==> src/rtl/sauto_nav_ctrl_if.sv <==
// sauto_nav_ctrl_if: detector/command inputs and drive outputs of the navigation controller
//   i_enable, i_auto_mode            mode levels from the top-level FSM
//   i_cmd_forward/left/right         user direction commands (levels)
//   i_front/left/right_det           obstacle detectors (1 = blocked, asynchronous)
//   o_move_forward/turn_left/right   drive bits to the UART mux
//   o_waiting, o_nav_state           WAIT flag and current state code
//   o_turn_count                     completed turns, saturating
interface sauto_nav_ctrl_if #(parameter int CNT_W = 8);
   logic i_enable, i_auto_mode, i_cmd_forward, i_cmd_left, i_cmd_right;
   logic i_front_det, i_left_det, i_right_det;
   logic o_move_forward, o_turn_left, o_turn_right, o_waiting;
   logic [2:0] o_nav_state;
   logic [CNT_W-1:0] o_turn_count;
   modport master (
      output i_enable, i_auto_mode, i_cmd_forward, i_cmd_left, i_cmd_right,
      output i_front_det, i_left_det, i_right_det,
      input o_move_forward, o_turn_left, o_turn_right, o_waiting, o_nav_state, o_turn_count
   );
   modport slave (
      input i_enable, i_auto_mode, i_cmd_forward, i_cmd_left, i_cmd_right,
      input i_front_det, i_left_det, i_right_det,
      output o_move_forward, o_turn_left, o_turn_right, o_waiting, o_nav_state, o_turn_count
   );
endinterface

==> src/rtl/sauto_nav_ctrl.sv <==
// sauto_nav_ctrl: semi-/full-auto navigation controller turning detector readings into drive bits
//   clk, rst_n   system clock, asynchronous active-low reset
//   nav          sauto_nav_ctrl_if.slave carrying mode, commands, detectors and drive outputs
module sauto_nav_ctrl #(
   parameter int TICK_DIV   = 100000,
   parameter int TURN_MS    = 900,
   parameter int SETTLE_MS  = 200,
   parameter int DEBOUNCE_N = 3,
   parameter int CNT_W      = 8
) (
   input logic clk,
   input logic rst_n,
   sauto_nav_ctrl_if.slave nav
);
   localparam int TMAX = (2 * TURN_MS > SETTLE_MS) ? 2 * TURN_MS : SETTLE_MS;
   localparam int TW = $clog2(TMAX + 1);
   localparam int DW = $clog2(TICK_DIV);
   localparam int SW = $clog2(DEBOUNCE_N + 1);
   typedef enum logic [2:0] {IDLE = 3'd0, CRUISE = 3'd1, WAIT = 3'd2, TURN = 3'd3, SETTLE = 3'd4, UTURN = 3'd5} state_t;
   state_t r_state;
   logic [2:0] r_sync1, r_sync2, r_prev;
   logic [DW-1:0] r_tick_cnt;
   logic [SW-1:0] r_stab;
   logic [TW-1:0] r_timer;
   logic [CNT_W-1:0] r_count;
   logic r_dir;
   logic r_mf, r_tl, r_tr, r_wait;
   logic w_tick, w_stable, w_settle_done, w_f_clr, w_l_clr, w_r_clr;
   logic w_m_f, w_m_l, w_m_r, w_go_f, w_go_l, w_go_r;
   logic [1:0] w_open;
   // decisions use the last debounced sample {front,left,right}
   assign w_tick = nav.i_enable && r_tick_cnt == DW'(TICK_DIV - 1);
   assign w_stable = r_stab == SW'(DEBOUNCE_N);
   assign w_settle_done = r_state == SETTLE && r_timer == '0;
   assign w_f_clr = !r_prev[2];
   assign w_l_clr = !r_prev[1];
   assign w_r_clr = !r_prev[0];
   assign w_open = 2'(w_f_clr) + 2'(w_l_clr) + 2'(w_r_clr);
   // manual: forward > left > right among clear commanded directions; auto: left-hand rule
   assign w_m_f = nav.i_cmd_forward && w_f_clr;
   assign w_m_l = nav.i_cmd_left && w_l_clr;
   assign w_m_r = nav.i_cmd_right && w_r_clr;
   assign w_go_f = nav.i_auto_mode ? (!w_l_clr && w_f_clr) : w_m_f;
   assign w_go_l = nav.i_auto_mode ? w_l_clr : (!w_m_f && w_m_l);
   assign w_go_r = nav.i_auto_mode ? (!w_l_clr && !w_f_clr && w_r_clr) : (!w_m_f && !w_m_l && w_m_r);
   always_ff @(posedge clk or negedge rst_n) begin
      if (!rst_n) begin
         r_sync1 <= '0;
         r_sync2 <= '0;
         r_prev <= '0;
         r_tick_cnt <= '0;
         r_stab <= '0;
      end else begin
         r_sync1 <= {nav.i_front_det, nav.i_left_det, nav.i_right_det};
         r_sync2 <= r_sync1;
         r_tick_cnt <= (!nav.i_enable || w_tick) ? '0 : r_tick_cnt + 1'b1;
         if (!nav.i_enable || w_settle_done)
            r_stab <= '0;
         else if (w_tick) begin
            r_prev <= r_sync2;
            r_stab <= (r_sync2 != r_prev) ? SW'(1) : (w_stable ? r_stab : r_stab + 1'b1);
         end
      end
   end
   always_ff @(posedge clk or negedge rst_n) begin
      if (!rst_n) begin
         r_state <= IDLE;
         r_timer <= '0;
         r_dir <= 1'b0;
         r_count <= '0;
         r_mf <= 1'b0;
         r_tl <= 1'b0;
         r_tr <= 1'b0;
         r_wait <= 1'b0;
      end else begin
         r_mf <= r_state == CRUISE || r_state == SETTLE;
         r_tl <= r_state == TURN && !r_dir;
         r_tr <= (r_state == TURN && r_dir) || r_state == UTURN;
         r_wait <= r_state == WAIT;
         if (!nav.i_enable) begin
            r_state <= IDLE;
            r_timer <= '0;
            r_dir <= 1'b0;
         end else begin
            case (r_state)
               IDLE: r_state <= CRUISE;
               CRUISE: if (w_tick && w_stable) begin
                  if (w_open >= 2'd2)
                     r_state <= WAIT;
                  else if (w_open == 2'd1 && !w_f_clr) begin
                     r_state <= TURN;
                     r_dir <= w_r_clr;
                     r_timer <= TW'(TURN_MS);
                  end else if (w_open == 2'd0) begin
                     r_state <= UTURN;
                     r_timer <= TW'(2 * TURN_MS);
                  end
               end
               WAIT: if (w_go_f) begin
                  r_state <= SETTLE;
                  r_timer <= TW'(SETTLE_MS);
               end else if (w_go_l || w_go_r) begin
                  r_state <= TURN;
                  r_dir <= w_go_r;
                  r_timer <= TW'(TURN_MS);
               end
               TURN, UTURN: if (r_timer == '0) begin
                  r_state <= SETTLE;
                  r_timer <= TW'(SETTLE_MS);
                  r_count <= (r_count == '1) ? r_count : r_count + 1'b1;
               end else if (w_tick)
                  r_timer <= r_timer - 1'b1;
               SETTLE: if (r_timer == '0)
                  r_state <= CRUISE;
               else if (w_tick)
                  r_timer <= r_timer - 1'b1;
               default: r_state <= IDLE;
            endcase
         end
      end
   end
   assign nav.o_move_forward = r_mf;
   assign nav.o_turn_left = r_tl;
   assign nav.o_turn_right = r_tr;
   assign nav.o_waiting = r_wait;
   assign nav.o_nav_state = r_state;
   assign nav.o_turn_count = r_count;
endmodule
==> src/flat_wrapper.sv <==
// flat-port wrapper written by rule: the top's interface ports become plain ports
module sauto_nav_ctrl_flat 
#(
   parameter int TICK_DIV   = 100000,
   parameter int TURN_MS    = 900,
   parameter int SETTLE_MS  = 200,
   parameter int DEBOUNCE_N = 3,
   parameter int CNT_W      = 8
)
  (clk, rst_n, nav_i_enable, nav_i_auto_mode, nav_i_cmd_forward, nav_i_cmd_left, nav_i_cmd_right, nav_i_front_det, nav_i_left_det, nav_i_right_det, nav_o_move_forward, nav_o_turn_left, nav_o_turn_right, nav_o_waiting, nav_o_nav_state, nav_o_turn_count);
  sauto_nav_ctrl_if #(.CNT_W(CNT_W)) nav_i ();
  input logic clk;
  input logic rst_n;
  input wire logic [$bits(nav_i.i_enable)-1:0] nav_i_enable;
  input wire logic [$bits(nav_i.i_auto_mode)-1:0] nav_i_auto_mode;
  input wire logic [$bits(nav_i.i_cmd_forward)-1:0] nav_i_cmd_forward;
  input wire logic [$bits(nav_i.i_cmd_left)-1:0] nav_i_cmd_left;
  input wire logic [$bits(nav_i.i_cmd_right)-1:0] nav_i_cmd_right;
  input wire logic [$bits(nav_i.i_front_det)-1:0] nav_i_front_det;
  input wire logic [$bits(nav_i.i_left_det)-1:0] nav_i_left_det;
  input wire logic [$bits(nav_i.i_right_det)-1:0] nav_i_right_det;
  output wire logic [$bits(nav_i.o_move_forward)-1:0] nav_o_move_forward;
  output wire logic [$bits(nav_i.o_turn_left)-1:0] nav_o_turn_left;
  output wire logic [$bits(nav_i.o_turn_right)-1:0] nav_o_turn_right;
  output wire logic [$bits(nav_i.o_waiting)-1:0] nav_o_waiting;
  output wire logic [$bits(nav_i.o_nav_state)-1:0] nav_o_nav_state;
  output wire logic [$bits(nav_i.o_turn_count)-1:0] nav_o_turn_count;
  assign nav_i.i_enable = nav_i_enable;
  assign nav_i.i_auto_mode = nav_i_auto_mode;
  assign nav_i.i_cmd_forward = nav_i_cmd_forward;
  assign nav_i.i_cmd_left = nav_i_cmd_left;
  assign nav_i.i_cmd_right = nav_i_cmd_right;
  assign nav_i.i_front_det = nav_i_front_det;
  assign nav_i.i_left_det = nav_i_left_det;
  assign nav_i.i_right_det = nav_i_right_det;
  assign nav_o_move_forward = nav_i.o_move_forward;
  assign nav_o_turn_left = nav_i.o_turn_left;
  assign nav_o_turn_right = nav_i.o_turn_right;
  assign nav_o_waiting = nav_i.o_waiting;
  assign nav_o_nav_state = nav_i.o_nav_state;
  assign nav_o_turn_count = nav_i.o_turn_count;
  sauto_nav_ctrl #(.TICK_DIV(TICK_DIV), .TURN_MS(TURN_MS), .SETTLE_MS(SETTLE_MS), .DEBOUNCE_N(DEBOUNCE_N), .CNT_W(CNT_W)) u_core (.clk(clk), .rst_n(rst_n), .nav(nav_i));
endmodule
==> config.mk <==
export PLATFORM = sky130hd
export DESIGN_NAME = sauto_nav_ctrl_flat
export DESIGN_NICKNAME = d
export VERILOG_FILES = /design/src/rtl/sauto_nav_ctrl_if.sv /design/src/rtl/sauto_nav_ctrl.sv /design/src/flat_wrapper.sv
export SDC_FILE = /design/constraint.sdc
export NUM_CORES = 1
export LEC_CHECK = 0
export ABC_AREA = 1
export CAP_MARGIN = 25
export CORE_MARGIN = 2
export CORE_UTILIZATION = 41
export DETAILED_ROUTE_END_ITERATION = 10
export PLACE_DENSITY = 0.71
export SETUP_SLACK_MARGIN = 0.4
export SYNTH_ARGS = -nofsm -noshare
export SYNTH_HDL_FRONTEND = slang
export SYNTH_SLANG_ARGS = --single-unit
export TNS_END_PERCENT = 50
==> constraint.sdc <==
create_clock -name clk -period 5.4 [get_ports clk]
set_clock_uncertainty 0.1 [all_clocks]
set_input_delay 0.54 -clock clk [delete_from_list [all_inputs] [get_ports clk]]
set_output_delay 0.54 -clock clk [all_outputs]
set_load 0.01 [all_outputs]
==> results of run 1 <==
layer usage:
layer | up-vias | share of wire (%) | track usage [%]
met5 | - | 0 | 0
met4 | 0 | 1.4 | 5.07
met3 | 9 | 4.3 | 2.97
met2 | 72 | 47 | 30.4
met1 | 1447 | 47 | 23.4
li1 | 1551 | - | -
cell type report:
cell class                 count  area share (%)
clock inverter                 3           0.731
timing repair buffer          25            6.45
sequential                    55            36.5
clock buffer                   5            1.83
inverter                      57            5.68
multi-input combinational    353            45.4
tap                          102            3.39
registers in the layout, indices dropped and copies added (netlist names):
signal,count
u_core.r_tick_cnt,17
u_core.r_timer,11
u_core.nav.o_turn_count,8
u_core.nav.o_nav_state,3
u_core.r_prev,3
u_core.r_sync1,3
u_core.r_sync2,3
u_core.r_stab,2
u_core.nav.o_move_forward,1
u_core.nav.o_turn_left,1
u_core.nav.o_turn_right,1
u_core.nav.o_waiting,1
u_core.r_dir,1
power by group:
| part | internal, uW | switching, uW | leakage, uW | total, uW |
|---|---|---|---|---|
| clock | 95.7 | 153 | 0.0000463 | 248 |
| combinational | 198 | 330 | 0.00103 | 528 |
| sequential | 465 | 57.1 | 0.000728 | 522 |
worst max path at each step:
stage | startpoint | slack [ns] | to | cells after the start
after global placement | nav_i_enable | 2.54 | u_core.r_timer[0]$_DFFE_PN0P_ | 11
after CTS | nav_i_enable | 2.80 | u_core.r_timer[1]$_DFFE_PN0P_ | 11
after detailed placement | nav_i_enable | 2.48 | u_core.r_timer[1]$_DFFE_PN0P_ | 11
after floorplan | u_core.r_prev[0]$_DFFE_PN0P_ | 3.37 | u_core.r_timer[0]$_DFFE_PN0P_ | 9
final | nav_i_enable | 2.79 | u_core.r_timer[1]$_DFFE_PN0P_ | 11
after global routing | nav_i_enable | 2.59 | u_core.r_timer[0]$_DFFE_PN0P_ | 11
through the flow:
step	std cells	utilization, %	worst slack, ns	instance area, sq um	power [uW]
detailed placement	592	47.2	2.48	3670	1050
global route	600	48.5	2.59	3770	1410
floorplan	467	-	3.37	3310	897
finish	600	48.5	2.79	3770	1300
CTS	600	48.5	2.80	3770	1310
global placement	592	47.2	2.54	3670	1040
layout by cell type, fill, tap and decap left out, types with 6 or more instances in the layout:
| master | instances |
|---|---|
| o21ai_0 | 19 |
| nor2_1 | 63 |
| nor3_1 | 14 |
| nand4_1 | 9 |
| nand3_1 | 38 |
| a21oi_1 | 21 |
| nand2_1 | 140 |
| inv_1 | 50 |
| nor2_2 | 7 |
| dfrtp_1 | 55 |
| xnor2_1 | 6 |
| clkdlybuf4s50_1 | 23 |
| xor2_1 | 11 |
critical path, delay by kind of cell:
family / cells / cell delay [ns]
and+or+nand+nor: 6 / 0.60
AOI/OAI and AO/OA: 2 / 0.28
buffers and inverters: 3 / 1.33
cells by family (layout without fill, tap and decap cells):
family	count (synthesis)	count (layout)	synth area share, %
and+or+nand+nor	281	281	36.7
buffers and inverters	59	90	6.80
DFF	55	55	41.6
AOI/OAI and AO/OA	49	49	7.94
xor gates and xnor gates	17	17	4.50
adders and majority gates	6	6	2.49
==> flow_summary.ini, run 1 <==
[yosys]
synth_top_area_share_pct = 41.6
synth-seq-cells = 55
synth_edf_count = 0
synthDominantAreaCellType = dfrtp_1
async_flop_share_pct = 100
yosysMostFrequentCell = nand2_1
yosys-top-cells-area = dfrtp_1 (42%), nand2_1 (16%), nor2_1 (7.1%), nand3_1 (5.7%), inv_1 (5.7%)
ys.flop_type = dfrtp_1
ys_seq_area_share_pct = 41.6
netlist_instances = 467
yosys_warnings = 0
ys_types = 32
netlist_area_sq_mm = 0.00331
synthTopCellsByCount = nand2_1 (140), nor2_1 (63), dfrtp_1 (55)
avgSynthCellArea_sq_um = 7.09
syn_nets = 483

[clocking]
cts_tree = done
cts-buffers-inserted = 5
ctsResizeCount = 0
h-tree-depth = 2
clkLatencyLatePin_ns = 0.32
cts_buffer_depth = 2
holdBufCountCts = 0
post_cts_buffers = 0
ctsRootBufferMaster = clkbuf_8
clock-sinks = 55
clkSlewWorstSetupHoldPaths_ns = 0.11

[layout]
diodes = 0
nNetsFinal = 513
seqCellArea_sq_mm = 0.00138
multiInputGateArea_sq_mm = 0.00171
final_layout_size_suffix_gt1_share_pct = 5.82
n_fill_cell = 782
syn_to_final_growth_pct = 13.8

[routing]
drc = 0
wl_per_cell_um = 12.2
postRouteAntennaNets = 0
vias_per_cell = 5.13
vias = 3079
drt_pass1_iterations = 6
wl_um = 7320
first_iter_violations = 194

[power_and_ir_drop]
p_leak_uw = 0.00180
ir_drop_v = 0.000123
power_density_mw_per_mm2 = 345

[floorplanning]
die_x_um = 93.9
core_sq_mm = 0.00777
rows = 32
top_level_ports = 25
dieArea_sq_mm = 0.00881
initial_core_util_pct = 42.6
die_h_um = 93.9

[min_path]
hp-class = input pin to async pin

[timing]
setup_tns_ns = 0
worstMarginPinSlew_ns = 0.737
rsz0062_at_grt = no
max_freq_ghz = 0.383
slew_headroom_pct = 50.7
post-route-period-util_pct = 48.3
finalMaxSlewViolations = 0
finalSetupViolations = 0
finalHoldViolCount = 0
min_period_ns = 2.61
hold-worst-slack_ns = 0.210

[worst_setup_path]
r2r-start = u_core.r_prev[0]$_DFFE_PN0P_
worstPathMaxFanout = 19
arrival_ns = 2.76
slowest_delay_ns = 0.95
start_kind = input pin
r2r_slack_ns = 2.99
end_kind = flip-flop
crit_type = input pin to flip-flop
crit_slowest_cell = clkdlybuf4s50_1
reg2reg_depth = 9
rr_endpoint = u_core.r_timer[0]$_DFFE_PN0P_
crit_required_ns = 5.55
crit_chain = clkdlybuf4s50_1 > inv_2 > a21oi_1 > nand2_1 > nor2_1 > nand3_1 > nand2_2 > nor2_4 > inv_2 > nor2_1 > a21oi_1

[placement]
gp_congestion = 0.890
dpl.hpwl_um = 5580
portBuffers = 24

[outcome]
status = completed

[job]
maxCapViolCount = 0

[global_route]
grt_usage_pct = 17.9
grt_max_degree = 56
grt_pass1_wl_um = 12800
grt.overflow.total = 0
grt_pass1_vias = 2845
antenna_found_initial = 0
Note: power is estimated with default switching activity, not from simulation.
==> run 2, diff against run 1 <==
--- a/config.mk
+++ b/config.mk
@@ -10,7 +10,7 @@
 export CORE_MARGIN = 2
 export CORE_UTILIZATION = 41
 export DETAILED_ROUTE_END_ITERATION = 10
-export PLACE_DENSITY = 0.71
+export PLACE_DENSITY = 0.74
 export SETUP_SLACK_MARGIN = 0.4
 export SYNTH_ARGS = -nofsm -noshare
 export SYNTH_HDL_FRONTEND = slang
==> constraint.sdc (replaced) <==
create_clock -name clk -period 2.3 [get_ports clk]
set_clock_uncertainty 0.1 [all_clocks]
set_input_delay 0.23 -clock clk [delete_from_list [all_inputs] [get_ports clk]]
set_output_delay 0.23 -clock clk [all_outputs]
set_load 0.01 [all_outputs]
==> run 2 against run 1 <==
Effect of this change: critical endpoint is now u_core.r_timer[0]$_DFFE_PN0P_; non-clock buffer count is 24 higher; highest routed layer unchanged; critical path depth shrank 2; largest power group unchanged; via count up 5.8%; die area unchanged; hold slack better by 0.033 ns; largest cell class unchanged; utilization grew 4.5 points; worst setup slack got worse by 2.6 ns; register-to-register slack got worse by 2.8 ns.
==> flow_summary.ini, run 2 (synthesized netlist as in run 1, its figures left out) <==
[worst_setup_path]
crit_chain = fa_1 > nor3_2 > inv_2 > nand3_2 > nand3_4 > nor2_4 > inv_4 > nor2_2 > a21oi_1
end_kind = flip-flop
crit_required_ns = 2.41
arrival_ns = 2.24
slowest_delay_ns = 0.51
rr_endpoint = u_core.r_timer[0]$_DFFE_PN0P_
crit_slowest_cell = fa_1
r2r_slack_ns = 0.17
reg2reg_depth = 9
start_kind = flip-flop
crit_type = flip-flop to flip-flop
worstPathMaxFanout = 8
r2r-start = u_core.r_prev[1]$_DFFE_PN0P_

[timing]
finalMaxSlewViolations = 0
fin_ws_ns = 0.168
post-route-period-util_pct = 92.7
hold-worst-slack_ns = 0.243
finalHoldViolCount = 0
slew_headroom_pct = 68.6
max_freq_ghz = 0.469
finalSetupViolations = 0
min_period_ns = 2.13
setup_tns_ns = 0
rsz0062_at_grt = yes
worstMarginPinSlew_ns = 0.468

[layout]
diodes = 0
largest_reg_flops = 17
layout.cells.non_filler = 625
syn_to_final_growth_pct = 24.3
final_common_cell = nand2_1
nNetsFinal = 538
most-common-layout-cells = nand2_1 (132), nor2_1 (54), dfrtp_1 (51), inv_1 (48), nand3_1 (35)
final_layout_size_suffix_gt1_share_pct = 16.8
postLayoutCellArea_sq_mm = 0.00412
largest-register = u_core.r_tick_cnt

[power_and_ir_drop]
power_density_mw_per_mm2 = 802
p_leak_uw = 0.00195
ir_drop_v = 0.000627

[global_route]
grt_usage_pct = 19.1
grt.overflow.total = 0
antenna_found_initial = 0
grt_max_degree = 23
grt_pass1_vias = 3020
grt_pass1_wl_um = 13500

[placement]
gp_congestion = 0.928
portBuffers = 24
dpl.hpwl_um = 5850
place_inst = 597
pre_cts_slack_ns = 0.197
post_dp_cell_area_sq_mm = 0.00371

[clocking]
clkSlewWorstSetupHoldPaths_ns = 0.10
cts_tree = done
clock-sinks = 55
clkLatencyLatePin_ns = 0.32
cts_buffer_depth = 2
h-tree-depth = 2
cts-buffers-inserted = 5
ctsRootBufferMaster = clkbuf_8

[floorplanning]
dieArea_sq_mm = 0.00881
rows = 32
die_h_um = 93.9
initial_core_util_pct = 42.6
top_level_ports = 25
core_sq_mm = 0.00777
die_x_um = 93.9

[min_path]
hold_end = u_core.r_sync1[1]$_DFF_PN0_
hp-class = input pin to flip-flop
min_path_cells = 1
hold_path_startpoint = nav_i_left_det

[routing]
drt_pass1_iterations = 4
vias = 3259
first_iter_violations = 242
postRouteAntennaNets = 0
drc = 0
wl_um = 8190
wl_per_cell_um = 13.1
vias_per_cell = 5.21

[outcome]
status = completed

[job]
maxCapViolCount = 0
[run 2: worst max-delay path by stage]
stage                                 startpoint                       endpoint  slack [ns]  cells past startpoint
finish              u_core.r_prev[1]$_DFFE_PN0P_  u_core.r_timer[0]$_DFFE_PN0P_        0.17                      9
global route        u_core.r_prev[1]$_DFFE_PN0P_  u_core.r_timer[2]$_DFFE_PN0P_        0.04                      9
CTS                 u_core.r_prev[2]$_DFFE_PN0P_       u_core.r_dir$_DFFE_PN0P_        0.26                     10
detailed placement  u_core.r_prev[2]$_DFFE_PN0P_  u_core.r_timer[1]$_DFFE_PN0P_        0.20                      9
global placement    u_core.r_prev[2]$_DFFE_PN0P_  u_core.r_timer[0]$_DFFE_PN0P_        0.24                      9
floorplan           u_core.r_prev[2]$_DFFE_PN0P_  u_core.r_timer[0]$_DFFE_PN0P_        0.36                      9
[run 2: repair_timing]
action	CTS	global route
gates cloned	0	1
setup endpoints to repair	21	36
setup buffers	9	9
resized for setup	7	41
hold buffers	1	0
endpoints found under the hold margin	16	0
pin swaps	4	9
[run 2: per-layer routing]
metal  GRT usage (%)  vias to the layer above  share of wire, %
met5               0                        -                 0
met4            4.83                        0              0.85
met3            3.13                        8               4.3
met2            32.4                       73                49
met1            25.5                     1573                46
li1                -                     1605                 -
[run 2: cell type report]
cell class,instances,area (sq um)
Clock inverter,1,7.51
Clock buffer,7,96.3
Inverter,57,220
Tap cell,102,128
Multi-Input combinational cell,353,1850
Sequential cell,55,1380
Timing Repair inverter,1,5.00
Fill cell,762,3650
Timing Repair Buffer,49,429
[run 2: where the power goes]
| part | switching, uW | internal, uW |
|---|---|---|
| sequential | 149 | 1090 |
| clock | 329 | 275 |
| combinational | 897 | 560 |
| total | 1380 | 1930 |
[run 2: metrics by stage]
stage / total power [uW] / utilization (%)
final: 3300 / 53.0
after global routing: 3530 / 53.0
after CTS: 3150 / 50.4
after detailed placement: 2490 / 47.8
after global placement: 2470 / 47.8
after floorplan: 2110 / -
[run 2: critical path: cells and delay by family, from the launching register on]
kind	cells	cell delay (ns)
AND/OR/NAND/NOR	5	0.74
buffers and inverters	2	0.18
adder cells (fa/ha/maj)	1	0.51
flip-flops	1	0.43
AO/OA/AOI/OAI	1	0.04
==> run 3, diff against run 2 <==
--- a/config.mk
+++ b/config.mk
@@ -10,7 +10,7 @@
 export CORE_MARGIN = 2
 export CORE_UTILIZATION = 41
 export DETAILED_ROUTE_END_ITERATION = 10
-export PLACE_DENSITY = 0.74
+export PLACE_DENSITY = 0.71
 export SETUP_SLACK_MARGIN = 0.4
 export SYNTH_ARGS = -nofsm -noshare
 export SYNTH_HDL_FRONTEND = slang
==> constraint.sdc (replaced) <==
create_clock -name clk -period 2.21 [get_ports clk]
set_clock_uncertainty 0.1 [all_clocks]
set_input_delay 0.221 -clock clk [delete_from_list [all_inputs] [get_ports clk]]
set_output_delay 0.221 -clock clk [all_outputs]
set_load 0.01 [all_outputs]
==> run 3 against run 2 <==
Effect of this change: wire length down 0.66%; via count down 0.77%; worst setup slack worse by 0.0028 ns; die area unchanged; utilization up 0.11 points; register-to-register slack about the same; final area up 0.21%; hold slack worse by 0.0031 ns; power up 2.6%; clock power up 1%; cell count up 0.48%; largest power group unchanged.
==> flow_summary.ini, run 3 (synthesized netlist as in run 1, its figures left out) <==
[outcome]
status = completed

[placement]
pre_cts_slack_ns = 0.0331
dpl.hpwl_um = 5650
portBuffers = 24
gp_congestion = 0.919

[routing]
wl_um = 8140
vias_per_cell = 5.15
wl_per_cell_um = 13.0
postRouteAntennaNets = 0
drt_pass1_iterations = 5
first_iter_violations = 247
drc = 0
vias = 3234

[global_route]
grt_pass1_wl_um = 13200
grt_pass1_vias = 2992
grt.overflow.total = 0
grt_usage_pct = 18.5
antenna_found_initial = 0
grt_max_degree = 34

[floorplanning]
die_x_um = 93.9
die_h_um = 93.9
core_sq_mm = 0.00777
initial_core_util_pct = 42.6
top_level_ports = 25
rows = 32
dieArea_sq_mm = 0.00881

[layout]
most-common-layout-cells = nand2_1 (134), nor2_1 (54), dfrtp_1 (51), inv_1 (46), nand3_1 (36)
final_layout_size_suffix_gt1_share_pct = 16.9
syn_to_final_growth_pct = 24.6
largest-register = u_core.r_tick_cnt
diodes = 0
fin_util_pct = 53.1
nNetsFinal = 541
largest_reg_flops = 17
n_fill_cell = 726
seqCellArea_sq_mm = 0.00138
multiInputGateArea_sq_mm = 0.00183
final_common_cell = nand2_1

[power_and_ir_drop]
power_density_mw_per_mm2 = 821
p_leak_uw = 0.00199
finalPower_uw = 3390
ir_drop_v = 0.000554

[timing]
finalSetupViolations = 0
rsz0062_at_grt = yes
slew_headroom_pct = 65.2
min_period_ns = 2.04
post-route-period-util_pct = 92.5
finalHoldViolCount = 0
fin_ws_ns = 0.166
max_freq_ghz = 0.489
setup_tns_ns = 0
finalMaxSlewViolations = 0
worstMarginPinSlew_ns = 0.522

[worst_setup_path]
crit_chain = fa_1 > nor3_2 > inv_2 > nand3_2 > nand3_4 > nor2_4 > inv_4 > nor2_1 > a21oi_1
crit_required_ns = 2.32
crit_type = flip-flop to flip-flop
path_buf_inv = 2
arrival_ns = 2.15
start_kind = flip-flop
slowest_delay_ns = 0.53
path_delay_family = simple AND/OR/NAND/NOR gates
end_kind = flip-flop
worstPathMaxFanout = 8
crit_slowest_cell = fa_1

[clocking]
clkSlewWorstSetupHoldPaths_ns = 0.09
ctsRootBufferMaster = clkbuf_8
clkLatencyLatePin_ns = 0.31
cts_buffer_depth = 2
cts-buffers-inserted = 5
h-tree-depth = 2
cts_tree = done
clock-sinks = 55

[min_path]
hp-class = input pin to flip-flop

[job]
maxCapViolCount = 0
run 3: report_power, final:
group	leakage, uW	internal, uW	switching (uW)	total [uW]
Combinational	0.00122	581	903	1480
Sequential	0.000721	1140	153	1290
Clock	0.0000515	287	326	613
Total	0.00199	2010	1380	3390
run 3: worst register-to-register path, stage by stage (launching register included):
cell and delay (ns):
dfrtp_1 0.41, fa_1 0.53, nor3_2 0.18, inv_2 0.08, nand3_2 0.09, nand3_4 0.09
nor2_4 0.21, inv_4 0.09, nor2_1 0.10, a21oi_1 0.05
run 3: final timing paths:
kind / startpoint / to / slack, ns / cells after the start
worst max-delay path: u_core.r_prev[1]$_DFFE_PN0P_ / u_core.r_timer[0]$_DFFE_PN0P_ / 0.17 / 9
worst min-delay path: nav_i_front_det / u_core.r_sync1[2]$_DFF_PN0_ / 0.24 / 1
worst max register to register: u_core.r_prev[1]$_DFFE_PN0P_ / u_core.r_timer[0]$_DFFE_PN0P_ / 0.17 / 9
worst min register to register: u_core.r_sync1[0]$_DFF_PN0_ / u_core.r_sync2[0]$_DFF_PN0_ / 0.26 / 0
max in group asynchronous: rst_n / u_core.r_timer[5]$_DFFE_PN0P_ / 1.14 / 3
min in group asynchronous: rst_n / u_core.r_sync2[2]$_DFF_PN0_ / 0.31 / 2
run 3: repair_timing:
action	CTS	global route
gates resized for setup	16	28
pin swaps	10	7
hold endpoints to repair	22	0
setup buffers	10	11
cloned	0	1
endpoints found under the setup margin	34	41
hold buffers	1	0
run 3: metrics by stage:
step                      area (sq um)  cells  hold slack, ns
after floorplan                   3320    467          -0.175
after global placement            3720    597           0.124
after detailed placement          3720    597           0.126
after CTS                         3960    616           0.237
after global routing              4130    628           0.243
final                             4130    628           0.240
run 3: cell type report:
| cell class | count | share of cell area [%] |
|---|---|---|
| tap | 102 | 3.09 |
| multi-input combinational | 353 | 44.3 |
| inverter | 57 | 5.37 |
| timing repair inverter | 1 | 0.121 |
| clock buffer | 8 | 2.43 |
| sequential | 55 | 33.5 |
| timing repair buffer | 52 | 11.2 |
run 3: routing by layer:
metal	global-route usage, %	wire length [um]	vias up
li1	-	-	1608
met2	30.8	3970	89
met5	0	0	-
met1	24.4	3720	1524
met4	5.43	85	0
met3	3.53	361	13
==> RTL edit 1: new RTL, settings of run 2 <==
Make the reset (`rst_n`) synchronous in 2 clocked blocks. Comments in the files are not updated.
--- a/src/rtl/sauto_nav_ctrl.sv
+++ b/src/rtl/sauto_nav_ctrl.sv
@@ -43,7 +43,7 @@
    assign w_go_f = nav.i_auto_mode ? (!w_l_clr && w_f_clr) : w_m_f;
    assign w_go_l = nav.i_auto_mode ? w_l_clr : (!w_m_f && w_m_l);
    assign w_go_r = nav.i_auto_mode ? (!w_l_clr && !w_f_clr && w_r_clr) : (!w_m_f && !w_m_l && w_m_r);
-   always_ff @(posedge clk or negedge rst_n) begin
+   always_ff @(posedge clk) begin
       if (!rst_n) begin
          r_sync1 <= '0;
          r_sync2 <= '0;
@@ -62,7 +62,7 @@
          end
       end
    end
-   always_ff @(posedge clk or negedge rst_n) begin
+   always_ff @(posedge clk) begin
       if (!rst_n) begin
          r_state <= IDLE;
          r_timer <= '0;
Check against the original RTL: differs if rst_n is asserted again (counterexample within 4 cycles, from zero or initial values and one cycle with rst_n low); with rst_n held inactive, the same outputs for 10 cycles.
==> RTL edit 1 against run 2 <==
Die area shrank 3.1%. Wire length up 0.43%. Global-route usage up 0.078 points. Setup slack got worse by 0.022 ns. Critical path depth is 3 higher. Synthesized area shrank 3.3%. Sequential cell count stayed put. Final cell count is 3.2% higher. Final area decreased by 2.6%. Critical path type unchanged.
Power is not compared: it rests on default switching activity, and its combinational part moved more than twofold at a synthesized area within 25%.
==> RTL edit 1: results (changes against run 2) <==
| Metric | Value |
|---|---|
| Worst setup path startpoint | `u_core.r_prev[2]$_SDFFE_PN0P_` |
| Maximum net fanout on the critical path | `6 (-2)` |
| Met2 GRT Util | `0.314 (-0.00993)` |
| HPWL reported at the end of detailed placement | `5870 um (+0.42%)` |
| Fill count | `712 (-6.6%)` |
| Syn Nets | `515 (+6.6%)` |
| Post-CTS Resized | `13 (+6)` |
| DRC marker count from the first detailed-route iteration | `340 (+40%)` |
| Gr usage total | `0.192 (+0.000778)` |
| Outcome | `completed` |
| Vias in the first global route | `3,027 (+0.23%)` |
| Cells after DPL | `626 (+4.9%)` |
| Largest net degree at the start of global routing | `17 (-26%)` |
| Hold EP | `u_core.r_sync2[1]$_SDFF_PN0_` |
| Synth cell count leaders | `118 x nand2_1, 80 x nor2_1, 78 x inv_1, 55 x dfxtp_1, 34 x nand3_1` |
| DRT Pass-1 Iters | `7 (+3)` |
| Synth cell types | `36 (+13%)` |
| Setup Fix Bufs, Post-CTS | `3 (-6)` |
| Placed Area | `3600 um^2 (-3.0%)` |
| Xor-xnor portion of the synthesized cell area | `0.0328 (-0.0121)` |
| Mapped Avg Cell Area | `6.42 um^2 (-9.5%)` |
| Max Slew Vio Count | `0 (unchanged)` |
| Multi-input gate area | `1990 um^2 (+7.6%)` |
| NumNets Final | `558 (+3.7%)` |
| Arrival @ worst endpoint | `2.26 ns (+0.02 ns)` |
| Drt total wl | `8220 um (+0.43%)` |
| Hold_buf cts | `0 (-1)` |
| Area Overhead vs Synth | `25.2%` |
| Worst Hold Depth | `2 (+1)` |
| Worst slew pin tran | `0.561 ns (+0.0931 ns)` |
| Reg2reg setup slack | `0.15 ns (-0.02 ns)` |
| Source of the worst hold timing path | `u_core.r_sync1[1]$_SDFF_PN0_` |
| Hold slack | `0.324 ns (+0.0806 ns)` |
| M1 GR Usage | `0.245 (-0.00997)` |
| Global-route wire length before repair | `13,400 um (-1.0%)` |
| Type of the most critical hold path | `register to register` |
| Final GP Congestion | `0.959 (+3.4%)` |
| Share of cells above drive strength 1 | `0.171 (+0.00301)` |
| Asr flop ratio synth | `0 (-1.00)` |
| Met3 usage | `0.0448 (+0.0135)` |
| DP Worst Slack | `0.218 ns (+0.0209 ns)` |
| Crit path capture | `u_core.r_timer[8]$_SDFFE_PN0P_` |
| DR WL met2 | `3860 um (-4.3%)` |
| FF-to-FF path depth | `12 (+3)` |
| Final Cycle Share | `0.936 (+0.00969)` |
| Post-synthesis compound-gate area fraction | `0.0934 (+0.0140)` |
| Synth area leaders | `dfxtp_1 34%, nand2_1 14%, nor2_1 9.4%, inv_1 9.1%, nand3_1 5.3%` |
| Sequential-to-total area share from yosys stat | `0.344 (-0.0718)` |
| Routed vias | `3,307 (+1.5%)` |
| Met3 Routed Length | `575 um (+62%)` |
| Metal-1 WL | `3570 um (-4.3%)` |
| Post-synth top flop | `dfxtp_1` |
| Vias/cell | `5.13 (-1.7%)` |
| CP max stage delay | `0.55 ns (+0.04 ns)` |
-- RTL edit 1: cell count changes in the layout (fill, tap and decap cells not counted), moves of 4 or more --
| cell | delta |
|---|---|
| dfxtp_1 | +48 |
| nand2_1 | -23 |
| nor2_1 | +16 |
| nand3_1 | -6 |
| nor3_1 | +5 |
| inv_1 | +24 |
| buf_4 | -9 |
| dfrtp_2 | -4 |
| xor2_1 | -4 |
| dfrtp_1 | -51 |
| nand3_2 | +5 |
| dfxtp_2 | +5 |
-- RTL edit 1: cell families (layout without fill, tap and decap cells) --
family / Yosys count / count (layout)
AND/OR/NAND/NOR: 287 / 287
adder cells (fa/ha/maj): 6 / 6
XOR/XNOR: 12 / 12
flip-flops: 55 / 55
AO/OA/AOI/OAI: 53 / 54
buffers and inverters: 86 / 129
-- RTL edit 1: cell type report --
type	instances	share of cell area
Sequential cell	55	0.278
Clock inverter	1	0.00218
Timing Repair Buffer	39	0.0917
Tap cell	102	0.0318
Multi-Input combinational cell	359	0.496
Inverter	82	0.0786
Clock buffer	7	0.0215
==> RTL edit 2: new RTL, flow settings as in run 2 <==
Without the edit above. `SETTLE_MS` is set to 200 in 2 places; all go to 300.
--- a/src/rtl/sauto_nav_ctrl.sv
+++ b/src/rtl/sauto_nav_ctrl.sv
@@ -4,7 +4,7 @@
 module sauto_nav_ctrl #(
    parameter int TICK_DIV   = 100000,
    parameter int TURN_MS    = 900,
-   parameter int SETTLE_MS  = 200,
+   parameter int SETTLE_MS  = 300,
    parameter int DEBOUNCE_N = 3,
    parameter int CNT_W      = 8
 ) (
--- a/src/flat_wrapper.sv
+++ b/src/flat_wrapper.sv
@@ -3,7 +3,7 @@
 #(
    parameter int TICK_DIV   = 100000,
    parameter int TURN_MS    = 900,
-   parameter int SETTLE_MS  = 200,
+   parameter int SETTLE_MS  = 300,
    parameter int DEBOUNCE_N = 3,
    parameter int CNT_W      = 8
 )
Formal check against the unedited RTL: same outputs for any inputs over 10 cycles, from zero or initial values and one cycle with rst_n low; that may be too few to reach the edited logic, so the function may still have changed.
==> RTL edit 2 against run 2 <==
Sequential share of layout area grew 0.31 points. Synthesized area fell by 0.53%. Sequential cell count is the same. Final area down 1.0%. Setup slack gained 0.071 ns. Largest cell class unchanged. Power fell by 1.1%. Largest power group unchanged. Critical path type unchanged. Final cell count fell by 4.6%. Wire length is 4.1% lower.
==> RTL edit 2: results (changes against run 2) <==
| Metric | Value |
|---|---|
| Vias in the first global route | `2,907 (-3.7%)` |
| Type of the most critical hold path | `input port to asynchronous set/reset pin` |
| DRC marker count from the first detailed-route iteration | `165 (-32%)` |
| Post-synthesis compound-gate area fraction | `0.0661 (-0.0133)` |
| Metal-1 WL | `3450 um (-7.5%)` |
| DR top layer | `met4` |
| Largest family of logic cells by synthesized area | `simple AND/OR/NAND/NOR gates` |
| Syn Nets | `461 (-4.6%)` |
| Root Buffer | `clkbuf_8` |
| P_leak | `0.00201 uW (+3.1%)` |
| Post-route cell area | `4080 um^2 (-1.0%)` |
| Outcome | `completed` |
| Placed Area | `3690 um^2 (-0.64%)` |
| Worst slew pin tran | `0.349 ns (-0.120 ns)` |
| Initial antenna violation count | `0 (unchanged)` |
| Largest net degree at the start of global routing | `27 (+17%)` |
| Synth cell types | `36 (+13%)` |
| CP max stage delay | `0.51 ns (about the same)` |
| Global-route wire length before repair | `13,200 um (-2.0%)` |
| Register name with the most flops | `u_core.r_tick_cnt` |
| Synth cell count leaders | `130 x nand2_1, 58 x nor2_1, 55 x dfrtp_1, 41 x inv_1, 34 x nand3_1` |
| Maximum net fanout on the critical path | `7 (-1)` |
| Gr usage total | `0.189 (-0.00241)` |
| Synth area leaders | `dfrtp_1 42%, nand2_1 15%, nor2_1 6.6%, nand3_1 5.2%, inv_1 4.7%` |
| Worst path slowest cell | `fa_1` |
| Clk buf depth | `2 (unchanged)` |
| Routed wire length per instance | `13.2 um (+0.54%)` |
| P_sw | `1260 uW (-8.7%)` |
| DRT Pass-1 Iters | `5 (+1)` |
| Antenna Cells | `0 (unchanged)` |
| Xor-xnor portion of the synthesized cell area | `0.0452 (+0.000239)` |
| Clk_lat worst skew | `0.31 ns` |
| Maximum VDD drop | `344 uV (-45%)` |
| Adder-cell share of the synthesized area | `0.0251 (+0.000133)` |
| IO Port Bufs | `24 (unchanged)` |
| Sequential-to-total area share from yosys stat | `0.418 (+0.00221)` |
| NumNets Final | `509 (-5.4%)` |
| Num CTS Buffers | `5 (unchanged)` |
| Final GP Congestion | `0.880 (-5.2%)` |
| Share of cells above drive strength 1 | `0.176 (+0.00785)` |
| Arrival @ worst endpoint | `2.20 ns (-0.04 ns)` |
| Fill count | `728 (-4.5%)` |
| Mux cell area share after synthesis | `0.00342 (+0.00342)` |
| Met3 Routed Length | `294 um (-17%)` |
| Final-report setup violation count | `0 (unchanged)` |
| Family with the most delay on the worst path | `simple AND/OR/NAND/NOR gates` |
| Yosys warns | `0 (unchanged)` |
| DR WL met2 | `3940 um (-2.5%)` |
| HPWL reported at the end of detailed placement | `5740 um (-1.8%)` |
| Routed vias | `3,033 (-6.9%)` |
[RTL edit 2: cells by family after synthesis]
family                   after synthesis
multiplexers                           1
buffers and inverters                 54
XOR/XNOR                              17
AND/OR/NAND/NOR                      274
AO/OA/AOI/OAI                         38
flip-flops                            55
adder cells (fa/ha/maj)                6
[RTL edit 2: area by class of cell]
type | count | area share
multi-input combinational | 337 | 0.454
sequential | 55 | 0.339
timing repair buffer | 44 | 0.0952
inverter | 50 | 0.0461
tap | 102 | 0.0313
clock inverter | 3 | 0.0175
clock buffer | 5 | 0.0169
[RTL edit 2: metal layers]
layer	up-vias	global-route usage
li1	1533	-
met1	1405	0.247
met2	79	0.319
met3	16	0.0258
met4	0	0.0688
met5	-	0
[RTL edit 2: power by group through the flow]
stage	Clock, uW	Combinational [uW]	Sequential [uW]
after floorplan	0	792	1210
after CTS	794	1220	1200
after detailed placement	0	1130	1220
after global placement	0	1110	1220
after global routing	836	1440	1220
final	768	1290	1210
[RTL edit 2: repair_timing]
| action | 4_1_cts | 5_1_grt |
|---|---|---|
| hold buffers | 1 | 0 |
| setup buffers | 6 | 7 |
| setup endpoints to repair | 23 | 35 |
| endpoints found under the hold margin | 10 | 0 |
| pin swaps | 8 | 16 |
| gates cloned | 1 | 0 |
| gates resized for setup | 13 | 20 |
[RTL edit 2: worst paths after layout]
| check | startpoint | endpoint | slack (ns) | depth (start not counted) |
|---|---|---|---|---|
| worst max register to register | u_core.r_prev[2]$_DFFE_PN0P_ | u_core.r_timer[8]$_DFFE_PN0P_ | 0.24 | 10 |
| max in group asynchronous | rst_n | u_core.r_tick_cnt[16]$_DFF_PN0_ | 1.25 | 3 |
| worst max-delay path | u_core.r_prev[2]$_DFFE_PN0P_ | u_core.r_timer[8]$_DFFE_PN0P_ | 0.24 | 10 |
| worst min-delay path | rst_n | u_core.r_sync1[2]$_DFF_PN0_ | 0.22 | 2 |
| min in group clk | nav_i_right_det | u_core.r_sync1[0]$_DFF_PN0_ | 0.25 | 1 |
| worst min register to register | u_core.r_sync1[2]$_DFF_PN0_ | u_core.r_sync2[2]$_DFF_PN0_ | 0.26 | 0 |
[RTL edit 2: through the flow]
step / std cells / worst slack (ns)
2_1_floorplan: 445 / 0.342
3_3_place_gp: 573 / 0.246
3_5_place_dp: 573 / 0.169
4_1_cts: 589 / 0.264
5_1_grt: 596 / 0.102
6_report: 596 / 0.240
